==> src/rtl/spi_pkg.sv <==
// Shared SPI definitions: FSM state encoding, mode constant and default sizing
// used by initiator- and responder-side blocks.
package spi_pkg;

   localparam int unsigned HALF_DEF   = 4;
   localparam int unsigned DATA_W_DEF = 8;

   // {CPOL, CPHA}
   localparam logic [1:0] SPI_MODE0 = 2'b00;

   typedef enum logic [2:0] {
      IDLE,
      LEAD,
      HIGH,
      LOW,
      GAP
   } spi_state_e;

endpackage

==> src/rtl/spi_master_tx_if.sv <==
// Core-side byte handshake plus SPI pins of the mode-0 initiator.
interface spi_master_tx_if
   import spi_pkg::*;
#(
   parameter int unsigned DATA_W = DATA_W_DEF
) ();

   logic              start;
   logic [DATA_W-1:0] tx_data;
   logic              keep_ss;
   logic              ready;
   logic [DATA_W-1:0] rx_data;
   logic              rx_valid;
   logic              ss;
   logic              sclk;
   logic              mosi;
   logic              miso;

   // master: the SPI initiator itself
   modport master (
      input  start, tx_data, keep_ss, miso,
      output ready, rx_data, rx_valid, ss, sclk, mosi
   );

   // slave: the requesting core together with the attached responder
   modport slave (
      output start, tx_data, keep_ss, miso,
      input  ready, rx_data, rx_valid, ss, sclk, mosi
   );

endinterface

==> src/rtl/spi_half_tick.sv <==
// Loadable down-counter giving a 1-cycle tick on the last clk of every HALF-cycle phase.
module spi_half_tick #(
   parameter int unsigned HALF = 4
) (
   input  logic clk,
   input  logic rst,
   input  logic load,
   output logic tick_c
);

   localparam int unsigned CW = (HALF > 1) ? $clog2(HALF) : 1;

   logic [CW-1:0] cnt;

   // Reload on phase entry and on every tick so back-to-back phases need no extra load
   always_ff @(posedge clk or negedge rst) begin
      if (!rst) begin
         cnt <= '0;
      end else if (load || (cnt == '0)) begin
         cnt <= CW'(HALF - 1);
      end else begin
         cnt <= cnt - 1'b1;
      end
   end

   assign tick_c = (cnt == '0);

endmodule

==> src/rtl/spi_master_tx.sv <==
// SPI mode-0 initiator, MSB first, full-duplex DATA_W-bit transfers with optional
// ss hold between transfers for bursts.
module spi_master_tx
   import spi_pkg::*;
#(
   parameter int unsigned HALF   = HALF_DEF,
   parameter int unsigned DATA_W = DATA_W_DEF
) (
   input logic             clk,
   input logic             rst,
   spi_master_tx_if.master bus
);

   localparam int unsigned BW = (DATA_W > 1) ? $clog2(DATA_W) : 1;

   if (HALF < 2) begin : g_half_chk
      $error("spi_master_tx: HALF must be >= 2");
   end

   spi_state_e        state;
   logic [DATA_W-1:0] tx_sh;
   logic [DATA_W-1:0] rx_sh;
   logic [BW-1:0]     bit_cnt;
   logic              keep_q;
   logic              tail;
   logic              accept_c;
   logic              tick_c;

   assign accept_c = (state == IDLE) && bus.start && bus.ready;

   spi_half_tick #(.HALF(HALF)) u_tick (
      .clk    (clk),
      .rst    (rst),
      .load   (accept_c),
      .tick_c (tick_c)
   );

   // tx_sh holds the bits still to be sent, MSB-aligned; mosi already carries the current one
   always_ff @(posedge clk or negedge rst) begin
      if (!rst) begin
         state        <= IDLE;
         bus.ss       <= 1'b1;
         bus.sclk     <= 1'b0;
         bus.mosi     <= 1'b0;
         bus.ready    <= 1'b1;
         bus.rx_valid <= 1'b0;
         bus.rx_data  <= '0;
         tx_sh        <= '0;
         rx_sh        <= '0;
         bit_cnt      <= '0;
         keep_q       <= 1'b0;
         tail         <= 1'b0;
      end else begin
         bus.rx_valid <= 1'b0;
         unique case (state)
            IDLE: begin
               if (accept_c) begin
                  tx_sh     <= {bus.tx_data[DATA_W-2:0], 1'b0};
                  keep_q    <= bus.keep_ss;
                  bus.ready <= 1'b0;
                  bus.ss    <= 1'b0;
                  bus.mosi  <= bus.tx_data[DATA_W-1];
                  bit_cnt   <= BW'(DATA_W - 1);
                  tail      <= 1'b0;
                  state     <= LEAD;
               end else begin
                  bus.ready <= 1'b1;
               end
            end
            LEAD: begin
               if (tick_c) begin
                  bus.sclk <= 1'b1;
                  state    <= HIGH;
               end
            end
            HIGH: begin
               // Sample on the last high cycle, just before sclk falls
               if (tick_c) begin
                  rx_sh    <= {rx_sh[DATA_W-2:0], bus.miso};
                  bus.sclk <= 1'b0;
                  state    <= LOW;
                  if (bit_cnt == '0) begin
                     tail <= 1'b1;
                  end else begin
                     bit_cnt  <= bit_cnt - 1'b1;
                     bus.mosi <= tx_sh[DATA_W-1];
                     tx_sh    <= {tx_sh[DATA_W-2:0], 1'b0};
                  end
               end
            end
            LOW: begin
               if (tick_c) begin
                  if (tail) begin
                     tail         <= 1'b0;
                     bus.rx_valid <= 1'b1;
                     bus.rx_data  <= rx_sh;
                     if (keep_q) begin
                        state <= IDLE;
                     end else begin
                        bus.ss <= 1'b1;
                        state  <= GAP;
                     end
                  end else begin
                     bus.sclk <= 1'b1;
                     state    <= HIGH;
                  end
               end
            end
            GAP: begin
               if (tick_c) begin
                  bus.ready <= 1'b1;
                  state     <= IDLE;
               end
            end
            default: state <= IDLE;
         endcase
      end
   end

endmodule

==> src/flat_wrapper.sv <==
// flat-port wrapper written by rule: the top's interface ports become plain ports
module spi_master_tx_flat import spi_pkg::*;
#(
   parameter int unsigned HALF   = HALF_DEF,
   parameter int unsigned DATA_W = DATA_W_DEF
)
  (clk, rst, bus_start, bus_tx_data, bus_keep_ss, bus_miso, bus_ready, bus_rx_data, bus_rx_valid, bus_ss, bus_sclk, bus_mosi);
  spi_master_tx_if #(.DATA_W(DATA_W)) bus_i ();
  input logic clk;
  input logic rst;
  input wire logic [$bits(bus_i.start)-1:0] bus_start;
  input wire logic [$bits(bus_i.tx_data)-1:0] bus_tx_data;
  input wire logic [$bits(bus_i.keep_ss)-1:0] bus_keep_ss;
  input wire logic [$bits(bus_i.miso)-1:0] bus_miso;
  output wire logic [$bits(bus_i.ready)-1:0] bus_ready;
  output wire logic [$bits(bus_i.rx_data)-1:0] bus_rx_data;
  output wire logic [$bits(bus_i.rx_valid)-1:0] bus_rx_valid;
  output wire logic [$bits(bus_i.ss)-1:0] bus_ss;
  output wire logic [$bits(bus_i.sclk)-1:0] bus_sclk;
  output wire logic [$bits(bus_i.mosi)-1:0] bus_mosi;
  assign bus_i.start = bus_start;
  assign bus_i.tx_data = bus_tx_data;
  assign bus_i.keep_ss = bus_keep_ss;
  assign bus_i.miso = bus_miso;
  assign bus_ready = bus_i.ready;
  assign bus_rx_data = bus_i.rx_data;
  assign bus_rx_valid = bus_i.rx_valid;
  assign bus_ss = bus_i.ss;
  assign bus_sclk = bus_i.sclk;
  assign bus_mosi = bus_i.mosi;
  spi_master_tx #(.HALF(HALF), .DATA_W(DATA_W)) u_core (.clk(clk), .rst(rst), .bus(bus_i));
endmodule
==> config.mk <==
export PLATFORM = sky130hd
export DESIGN_NAME = spi_master_tx_flat
export DESIGN_NICKNAME = d
export VERILOG_FILES = /design/src/rtl/spi_pkg.sv /design/src/rtl/spi_master_tx_if.sv /design/src/rtl/spi_half_tick.sv /design/src/rtl/spi_master_tx.sv /design/src/flat_wrapper.sv
export SDC_FILE = /design/constraint.sdc
export NUM_CORES = 1
export LEC_CHECK = 0
export BUFFER_PORTS_ARGS = -buffer_cell sky130_fd_sc_hd__buf_2
export CAP_MARGIN = 30
export CORE_MARGIN = 2
export CORE_UTILIZATION = 50
export CTS_BUF_LIST = sky130_fd_sc_hd__clkbuf_16
export DETAILED_ROUTE_END_ITERATION = 8
export PLACE_DENSITY_LB_ADDON = 0.25
export SYNTH_ARGS = -nofsm -noshare
export SYNTH_HDL_FRONTEND = slang
export SYNTH_HIERARCHICAL = 1
export SYNTH_SLANG_ARGS = --single-unit
==> constraint.sdc <==
create_clock -name clk -period 2.1 [get_ports clk]
set_input_delay 0.42 -clock clk [delete_from_list [all_inputs] [get_ports clk]]
set_output_delay 0.42 -clock clk [all_outputs]
set_load 0.1 [all_outputs]
==> summary.md, run 1 <==
| Metric | Value |
|---|---|
| Outcome | `finished, final reports clean` |
| Switching share of power | `36.1%` |
| Worst VDD drop | `0.820 mV` |
| Crit-path max FO | `8` |
| Clock Path Buffers | `2` |
| Seq/Total Area, Yosys | `55.3%` |
| Die extent in x | `62.7 µm` |
| Post-synth top flop | `dfrtp_1` |
| Clk Latency, worst-skew pair | `0.28 ns` |
| Number of enable flip-flop cells after synthesis | `0` |
| Startpoint Class | `register` |
| Mean Syn Cell Area | `13.1 µm²` |
| Sw Pwr | `0.00100 W` |
| Worst hold slack | `0.230 ns` |
| Setup Skew | `0.00437 ns` |
| Total negative setup slack | `0 ns` |
| Max Cap Violations | `0` |
| Clock sink count | `38` |
| Ordered cell list for the critical path | `inv_1 -> ha_1 -> nand2_1 -> a2111oi_0 -> mux2_2` |
| CTS clk-pin slew, worst paths | `0.05 ns` |
| I/O Buffers | `25` |
| Period utilisation layout | `92.4%` |
| Static leakage | `0.993 nW` |
| Die area | `0.00393 mm²` |
| WP buf/inv | `1` |
| Layout area overhead | `18.6%` |
| Gates resized, CTS repair | `0` |
| Count leader, synth | `dfrtp_1` |
| Post-synthesis async set-or-reset flop share | `100%` |
| Power share of the clock group | `25.2%` |
| Crit path time final | `1.94 ns` |
| R2R Setup Slk | `0.16 ns` |
| YS warnings | `6` |
| Hold Buf Count CTS | `0` |
| Final hold viol count | `0` |
| Mapped cell area | `0.00172 mm²` |
| Leading post-synthesis cells by cell area | `dfrtp_1 52%, mux2_2 22%, dfstp_2 3.1%, inv_1 2.6%, ha_1 2.2%` |
| WL per Instance | `14.3 µm` |
| Combinational fraction of design power | `35.1%` |
| H-tree depth | `2` |
| Fmax achieved | `515 MHz` |
| Final RePlAce weighted congestion | `0.852` |
| Dpl ws | `0.219 ns` |
| HPWL Detailed | `2150 µm` |
| Drt pass-1 iters | `4` |
| CTS tree | `yes` |
| Final worst slack | `0.160 ns` |
| Num CTS Buffers | `5` |
| Crit end category | `register` |
| Residual DRC | `0` |
| Final Total Pwr | `0.00278 W` |
| Largest net degree at the start of global routing | `39` |
| Detailed Route Iter0 Violations | `29` |
| Synthesized net count | `148` |
| Worst EP arrival | `2.10 ns` |
| Max-slew violations | `0` |
| Setup CP Type | `reg2reg` |
| Die height | `62.7 µm` |
| Buffer count from post-CTS setup fixing | `0` |
| Slowest stage delay, CP | `0.52 ns` |
| Initial Util | `52.0%` |
| Reg2Reg Depth | `5` |
| FF-to-FF Start | `u_core/u_tick/cnt[0]` |
| Reg2reg end | `u_core/bit_cnt[2]` |
| Yosys cell types | `34` |
| Cell Rows | `21` |
| Crit path max-delay family | `compound AO/OA/AOI/OAI gates` |
| Sequential power share | `39.7%` |
| Worst-Margin Slew | `0.792 ns` |
| Area leader, netlist | `dfrtp_1` |
| Net count, final | `179` |
| Initial antenna violation count | `0` |
| Synth top cells by count | `36 x dfrtp_1, 33 x mux2_2, 12 x inv_1` |
| Core area | `0.00331 mm²` |
| Final setup violation count | `0` |
| #FFs+latches synth | `38` |
| Internal power | `0.00178 W` |
| Slowest cell on crit path | `a2111oi_0` |
| Slew margin rel. | `47.2%` |
| Gr usage total | `17.9%` |
| Global-route wire length before repair | `5330 µm` |
| Antenna diode count | `0` |
| I/O pin cnt | `26` |
| Vias/cell | `5.14` |
| Hold Path Class | `in2async` |
| Post-synth top area share | `52.3%` |
| Vias | `1,080` |
| Share of layout cells above drive strength 1 | `45.1%` |
| Post-synthesis cell count | `132` |
| WL final | `3000 µm` |
| CP required | `2.26 ns` |
| Unrepaired setup endpoints after global routing | `false` |
| Root buffer cell | `clkbuf_16` |
| Routed Antenna Nets | `0` |
| Pwr/cell area | `1360 mW/mm²` |
| Global route total overflow | `0` |
| Vias in the first global route | `1,132` |
## per-layer routing
metal  wire [µm]  vias to the layer above  part of all wire (%)  GRT usage (%)
li1            -                      526                     -              -
met1        1370                      538                    46           23.0
met2        1510                       16                    50           28.5
met3         114                        0                   3.8           6.67
met4           0                        0                     0           5.00
met5           0                        -                     0              0
## registers in the layout, summed over array words and instances, names as in the netlist, 2 cells and up
register / cells
u_core/bit_cnt: 3
u_core/u_tick/cnt: 2
u_core/bus.rx_data: 8
u_core/rx_sh: 8
u_core/tx_sh: 7
u_core/state: 3
## worst max-delay path by stage
| stage | start | slack, ns | to | cells after the start |
|---|---|---|---|---|
| detailed placement | u_core/u_tick/cnt[0] | 0.22 | u_core/bit_cnt[2] | 5 |
| floorplan | u_core/bus.ready | 0.005 | u_core/bus.mosi | 3 |
| CTS | u_core/u_tick/cnt[0] | 0.17 | u_core/bit_cnt[2] | 5 |
| global route | u_core/u_tick/cnt[0] | 0.03 | u_core/bit_cnt[2] | 5 |
| global placement | u_core/u_tick/cnt[0] | 0.30 | u_core/bit_cnt[2] | 5 |
| finish | u_core/u_tick/cnt[0] | 0.16 | u_core/bit_cnt[2] | 5 |
## cells in the final DEF, fill, tap and decap left out, types with 2 or more instances in the layout
cell type,count
dfrtp_1,36
mux2_2,33
buf_2,25
inv_1,12
nor2_1,7
clkbuf_16,5
nand2_1,5
buf_4,4
a21oi_1,3
ha_1,3
o21ai_0,2
a2111oi_0,2
dfstp_2,2
or3b_1,2
## cell type report
class	count	area, µm²
clock buffer	5	125
clock inverter	3	16.3
fill	289	1270
inverter	12	45.0
multi-input combinational	77	691
sequential	38	953
tap	46	57.6
timing repair buffer	29	155
## power groups by stage
| stage | clock network, W | logic [W] | registers (W) |
|---|---|---|---|
| 2_1_floorplan | 0 | 0.000565 | 0.00132 |
| 3_3_place_gp | 0 | 0.000940 | 0.00110 |
| 3_5_place_dp | 0 | 0.000973 | 0.00112 |
| 4_1_cts | 0.000725 | 0.000982 | 0.00111 |
| 5_1_grt | 0.000761 | 0.00106 | 0.00114 |
| 6_report | 0.000700 | 0.000976 | 0.00110 |
## cell families after synthesis
group                    Yosys count  synth area share (%)
AO/OA/AOI/OAI                     15                  7.12
adder cells (fa/ha/maj)            3                  2.18
buffers and inverters             17                  4.57
flip-flops                        38                  55.3
multiplexers                      34                  22.1
AND/OR/NAND/NOR                   25                  8.64
## stage by stage
step           instances  instance area, µm²  utilization [%]
3_3_place_gp         202                1900             57.4
3_5_place_dp         202                1900             57.4
2_1_floorplan        132                1720                -
6_report             210                2040             61.7
4_1_cts              210                2040             61.7
5_1_grt              210                2040             61.7
No activity file was read; power rests on OpenSTA's default activity.
==> run 2, diff against run 1 <==
- SETUP_SLACK_MARGIN: not set -> 0.5
==> summary.md, run 2 (synthesis results as in run 1) <==
| Metric | Value |
|---|---|
| Outcome | `finished, final reports clean` |
| Fin cells | `222 (+5.7%)` |
| Slowest stage delay, CP | `0.61 ns (+0.09 ns)` |
| Placed Cells | `202 (unchanged)` |
| Fmax achieved | `577 MHz (+12%)` |
| Drt pass-1 iters | `4 (unchanged)` |
| Layout area overhead | `33.3%` |
| Period utilisation layout | `82.6% (-9.8 points)` |
| Core area | `0.00331 mm² (unchanged)` |
| Num CTS Buffers | `5 (unchanged)` |
| CTS clk-pin slew, worst paths | `0.05 ns (about the same)` |
| Largest net degree at the start of global routing | `39 (unchanged)` |
| Final hold viol count | `0 (unchanged)` |
| HPWL Detailed | `2030 µm (-5.7%)` |
| CP startpoint | `u_core/bus.ready` |
| Vias/cell | `5.28 (+2.7%)` |
| Pwr/cell area | `1370 mW/mm² (+0.67%)` |
| Initial antenna violation count | `0 (unchanged)` |
| Internal power | `0.00201 W (+13%)` |
| Max Cap Violations | `0 (unchanged)` |
| Reg2reg end | `u_core/tx_sh[7]` |
| Largest registers | `u_core/bus.rx_data: 8 flops, u_core/rx_sh: 8 flops, u_core/tx_sh: 7 flops` |
| Crit path time final | `1.73 ns (-0.207 ns)` |
| Final setup violation count | `0 (unchanged)` |
| Final Total Pwr | `0.00314 W (+13%)` |
| Switching share of power | `36.0% (-0.10 points)` |
| Filler instances | `261 (-9.7%)` |
| Routed Antenna Nets | `0 (unchanged)` |
| Slew margin rel. | `44.7% (-2.5 points)` |
| Antenna diode count | `0 (unchanged)` |
| Worst EP arrival | `1.89 ns (-0.21 ns)` |
| Vias | `1,172 (+8.5%)` |
| Commonest non-fill, non-tap cells in the layout | `35 x dfrtp_1, 23 x buf_2, 22 x mux2_2, 14 x buf_4, 12 x inv_1` |
| Net count, final | `192 (+7.3%)` |
| Setup CP Type | `reg2reg` |
| Hold Buf Count CTS | `0 (unchanged)` |
| Final RePlAce weighted congestion | `0.813 (-4.6%)` |
| Detailed Route Iter0 Violations | `65 (+120%)` |
| Global-route wire length before repair | `5760 µm (+8.2%)` |
| Die area | `0.00393 mm² (unchanged)` |
| Slowest cell on crit path | `dfstp_4` |
| Hold Path Class | `in2async` |
| Combinational fraction of design power | `42.6% (+7.5 points)` |
| Static leakage | `1.11 nW (+12%)` |
| WL per Instance | `15.8 µm (+11%)` |
| Worst VDD drop | `0.832 mV (+1.5%)` |
| Global route total overflow | `0 (unchanged)` |
| CP required | `2.26 ns (about the same)` |
| I/O Buffers | `25 (unchanged)` |
| Clock sink count | `38 (unchanged)` |
| Die extent in x | `62.7 µm (unchanged)` |
| CTS tree | `yes` |
| Crit-path max FO | `5 (-3)` |
| Design Area, Final | `0.00230 mm² (+12%)` |
| Gr usage total | `19.6% (+1.7 points)` |
| Clock Path Buffers | `2 (unchanged)` |
| Clk Latency, worst-skew pair | `0.28 ns (about the same)` |
| I/O pin cnt | `26 (unchanged)` |
| Root buffer cell | `clkbuf_16` |
| Commonest non-fill, non-tap cell in the layout | `dfrtp_1` |
| Ordered cell list for the critical path | `nand3b_1 -> a211oi_4 -> buf_6 -> mux2_4` |
| Reg2Reg Depth | `4 (-1)` |
| H-tree depth | `2 (unchanged)` |
| Sw Pwr | `0.00113 W (+13%)` |
| Max-slew violations | `0 (unchanged)` |
| Setup Skew | `0.00547 ns (+0.00110 ns)` |
| Residual DRC | `0 (unchanged)` |
| Vias in the first global route | `1,180 (+4.2%)` |
| Startpoint Class | `register` |
| Power share of the clock group | `21.9% (-3.3 points)` |
| FF-to-FF Start | `u_core/bus.ready` |
| Initial Util | `52.0% (unchanged)` |
| Worst-Margin Slew | `0.830 ns (+0.0379 ns)` |
| Sequential power share | `35.5% (-4.2 points)` |
| R2R Setup Slk | `0.37 ns (+0.21 ns)` |
| Cell Rows | `21 (unchanged)` |
| Placement-stage cell area | `0.00192 mm² (+0.79%)` |
| Total negative setup slack | `0 ns (unchanged)` |
| Crit end category | `register` |
| Share of layout cells above drive strength 1 | `55.1% (+10 points)` |
| Die height | `62.7 µm (unchanged)` |
| Unrepaired setup endpoints after global routing | `true` |
| WL final | `3510 µm (+17%)` |
-- run 2: changes by cell type in the layout (fill, tap and decap cells not counted), sizes merged --
cell / before / now
buf: 29 / 42
clkinv: 2 / 1
clkinvlp: 1 / 0
inv: 12 / 13
-- run 2: per-layer routing --
| metal | up-vias | global-route usage [%] | share of wire (%) |
|---|---|---|---|
| li1 | 545 | - | - |
| met1 | 585 | 24.9 | 44 |
| met4 | 0 | 7.50 | 2.0 |
| met5 | - | 0 | 0 |
| met3 | 10 | 7.21 | 5.2 |
| met2 | 32 | 30.6 | 49 |
-- run 2: what timing repair did --
item	CTS	global route
endpoints found under the setup margin	32	27
pin swaps	2	3
cloned	1	0
gates resized for setup	34	9
setup buffers	9	3
-- run 2: final cells by class --
cell class | instances | area (µm²) | area share [%]
sequential | 38 | 958 | 41.7
multi-input combinational | 77 | 818 | 35.6
timing repair buffer | 42 | 285 | 12.4
clock buffer | 5 | 125 | 5.45
tap | 46 | 57.6 | 2.51
inverter | 12 | 45.0 | 1.96
clock inverter | 2 | 7.51 | 0.327
-- run 2: metrics by stage --
step / hold slack [ns] / setup WS (ns) / utilization (%)
finish: 0.244 / 0.366 / 69.4
global route: 0.321 / 0.314 / 69.4
CTS: 0.266 / 0.386 / 67.3
detailed placement: 0.487 / 0.160 / 57.9
global placement: 0.483 / 0.279 / 57.9
floorplan: 0.124 / 0.135 / -
-- run 2: worst max path at each step --
| stage | to | slack [ns] | cells after the start |
|---|---|---|---|
| final | u_core/tx_sh[7] | 0.37 | 4 |
| after global routing | u_core/bit_cnt[2] | 0.31 | 4 |
| after CTS | u_core/tx_sh[7] | 0.39 | 4 |
| after detailed placement | u_core/bit_cnt[2] | 0.16 | 5 |
| after global placement | u_core/bit_cnt[2] | 0.28 | 5 |
| after floorplan | u_core/bus.mosi | 0.13 | 3 |
-- run 2: power groups by stage --
stage | Combinational [W] | Clock [W] | Sequential (W)
after CTS | 0.00123 | 0.000700 | 0.00111
after floorplan | 0.000596 | 0 | 0.00133
after detailed placement | 0.000982 | 0 | 0.00112
after global routing | 0.00142 | 0.000742 | 0.00114
final | 0.00134 | 0.000690 | 0.00112
after global placement | 0.000961 | 0 | 0.00111
-- run 2: worst max-delay path, delay by kind of cell (launching register included) --
kind | cells | cell delay, ns
compound gates | 1 | 0.33
buf+inv | 1 | 0.19
flops | 1 | 0.61
mux | 1 | 0.30
simple gates | 1 | 0.18
==> run 3, diff against run 2 <==
- ABC_AREA: not set -> 1
- clock period: 2.1 -> 1.8 ns (I/O delays scaled with it)
==> summary.md, run 3 <==
| Metric | Value |
|---|---|
| Outcome | `finished, final reports clean` |
| Startpoint Class | `register` |
| Initial Util | `52.2% (+0.12 points)` |
| Final worst slack | `0.331 ns (-0.0352 ns)` |
| Mapped cell area | `0.00175 mm² (+1.8%)` |
| Cell Rows | `21 (unchanged)` |
| I/O pin cnt | `26 (unchanged)` |
| Static leakage | `1.29 nW (+16%)` |
| Total negative setup slack | `0 ns (unchanged)` |
| Gr usage total | `18.9% (-0.65 points)` |
| Yosys cell types | `23 (-32%)` |
| Period utilisation layout | `81.6%` |
| Fin cells | `302 (+36%)` |
| Seq/Total Area, Yosys | `54.4% (-0.99 points)` |
| WL final | `4250 µm (+21%)` |
| Area leader, netlist | `dfrtp_1` |
| I/O Buffers | `25 (unchanged)` |
| H-tree depth | `2 (unchanged)` |
| Clock sink count | `38 (unchanged)` |
| Worst EP arrival | `1.11 ns (-0.78 ns)` |
| CTS clk-pin slew, worst paths | `0.06 ns (about the same)` |
| Drt pass-1 iters | `6 (+2)` |
| Initial antenna violation count | `0 (unchanged)` |
| Slowest stage delay, CP | `0.65 ns (+0.04 ns)` |
| Commonest non-fill, non-tap cell in the layout | `nand2_1` |
| Crit path time final | `1.47 ns` |
| Setup Skew | `0.00524 ns (-0.000230 ns)` |
| Slowest cell on crit path | `dfstp_4` |
| Num CTS Buffers | `5 (unchanged)` |
| Net count, final | `271 (+41%)` |
| Hold Path Class | `in2async` |
| Slew margin rel. | `68.4% (+24 points)` |
| Mean Syn Cell Area | `8.77 µm² (-33%)` |
| Post-synthesis cell count | `200 (+52%)` |
| Synth top cells by count | `62 x nand2_1, 36 x dfrtp_1, 26 x inv_1` |
| CP required | `1.44 ns (-0.82 ns)` |
| Final hold viol count | `0 (unchanged)` |
| Final setup violation count | `0 (unchanged)` |
| Vias in the first global route | `1,389 (+18%)` |
| CTS tree | `yes` |
| Number of enable flip-flop cells after synthesis | `0 (unchanged)` |
| HPWL Detailed | `2070 µm (+1.8%)` |
| Crit-path max FO | `4 (-1)` |
| Detailed Route Iter0 Violations | `83 (+28%)` |
| Max-slew violations | `0 (unchanged)` |
| Leading post-synthesis cells by cell area | `dfrtp_1 51%, nand2_1 13%, o21ai_1 6.3%, inv_1 5.6%, o21ai_2 3.5%` |
| Clk Latency, worst-skew pair | `0.28 ns (about the same)` |
| Count leader, synth | `nand2_1` |
| Fmax achieved | `681 MHz` |
| Unrepaired setup endpoints after global routing | `true` |
| Post-synth top flop | `dfrtp_1` |
| Root buffer cell | `clkbuf_16` |
| Final RePlAce weighted congestion | `0.767 (-5.6%)` |
| Max Cap Violations | `0 (unchanged)` |
| #FFs+latches synth | `38 (unchanged)` |
| Largest net degree at the start of global routing | `39 (unchanged)` |
| Worst-Margin Slew | `0.473 ns (-0.356 ns)` |
| Commonest non-fill, non-tap cells in the layout | `45 x nand2_1, 33 x dfrtp_1, 23 x buf_4, 22 x inv_1, 19 x o21ai_1` |
| Dpl ws | `0.276 ns (+0.116 ns)` |
| Die height | `63.2 µm (+0.85%)` |
| Routed Antenna Nets | `0 (unchanged)` |
| Ordered cell list for the critical path | `buf_12` |
| YS warnings | `6 (unchanged)` |
| Residual DRC | `0 (unchanged)` |
| Antenna diode count | `0 (unchanged)` |
| Final core occ | `77.7% (+8.3 points)` |
| Pwr/cell area | `1840 mW/mm² (+34%)` |
| Largest registers | `u_core/bus.rx_data: 8 flops, u_core/rx_sh: 8 flops, u_core/tx_sh: 7 flops` |
| Placed Cells | `268 (+33%)` |
| Vias/cell | `5.07 (-3.9%)` |
| WP buf/inv | `1 (unchanged)` |
| Clock Path Buffers | `2 (unchanged)` |
| Crit path max-delay family | `flip-flops` |
| Worst VDD drop | `1.16 mV (+39%)` |
| Die extent in x | `63.2 µm (+0.85%)` |
| Setup CP Type | `reg2out` |
| Crit end category | `output port` |
| Post-synthesis async set-or-reset flop share | `100% (unchanged)` |
| WL per Instance | `14.1 µm (-11%)` |
| Global route total overflow | `0 (unchanged)` |
| Share of layout cells above drive strength 1 | `45.7% (-9.4 points)` |
| Synthesized net count | `216 (+46%)` |
| Layout area overhead | `48.9%` |
| Core area | `0.00336 mm² (+1.6%)` |
| Post-synth top area share | `51.4% (-0.93 points)` |
| Die area | `0.00400 mm² (+1.7%)` |
| Vias | `1,532 (+31%)` |
| Global-route wire length before repair | `6030 µm (+4.7%)` |
[run 3: cell types whose count changed after synthesis, moves of 7 or more]
cell     previous run  this run
o21ai_1             0        22
nand2_1             5        62
inv_1              12        26
nand3_1             1         9
o21ai_2             0         7
mux2_2             33         0
[run 3: worst paths after layout]
check	start	end	slack [ns]	depth (start not counted)
max	u_core/bus.ready	bus_ready	0.33	1
min	rst	u_core/state[0]	0.12	2
max reg2reg	u_core/bus.ready	u_core/bit_cnt[0]	0.37	8
min reg2reg	u_core/u_tick/cnt[0]	u_core/u_tick/cnt[0]	0.46	1
max in group asynchronous	rst	u_core/bus.ss	1.33	2
min in group clk	bus_keep_ss	u_core/keep_q	0.29	3
[run 3: area by class of cell]
| type | instances | area [µm²] |
|---|---|---|
| flip-flops and latches | 38 | 961 |
| multi-input cells | 128 | 837 |
| fillers | 232 | 751 |
| repair buffers | 53 | 498 |
| clock buffers | 5 | 125 |
| inverters | 29 | 121 |
| well taps | 46 | 57.6 |
| clock inverters | 3 | 12.5 |
[run 3: logic make-up (layout without fill, tap and decap cells)]
family	count (synthesis)	in the layout	synth area share, %
simple gates	86	87	21.7
fa+ha+maj	3	3	2.14
flops	38	38	54.4
buf+inv	35	90	8.92
compound gates	37	37	12.4
xor+xnor	1	1	0.499
[run 3: metal layers]
layer	GRT usage [%]	vias to the layer above	wire (µm)
met1	25.2	728	1860
met2	31.3	61	2160
li1	-	743	-
met3	4.82	0	233
met5	0	-	0
met4	4.62	0	0
[run 3: through the flow]
| step | area [µm²] | total power, W | hold slack, ns |
|---|---|---|---|
| after detailed placement | 1920 | 0.00293 | 0.433 |
| after floorplan | 1760 | 0.00268 | 0.0644 |
| after global routing | 2610 | 0.00508 | 0.162 |
| final | 2610 | 0.00480 | 0.115 |
| after global placement | 1920 | 0.00290 | 0.422 |
| after CTS | 2280 | 0.00426 | 0.143 |
[run 3: what timing repair did]
item / 4_1_cts / 5_1_grt
pin swaps: 6 / 11
hold buffers: 0 / 0
cloned: 3 / 3
endpoints found under the setup margin: 45 / 39
resized for setup: 37 / 56
setup buffers: 11 / 9
endpoints found under the hold margin: 0 / 0
[run 3: report_power, final]
part	total [W]	leakage (nW)	internal, W	switching, W
logic	0.00260	0.731	0.00102	0.00158
clock network	0.000824	0.0724	0.000500	0.000324
registers	0.00137	0.482	0.00116	0.000206
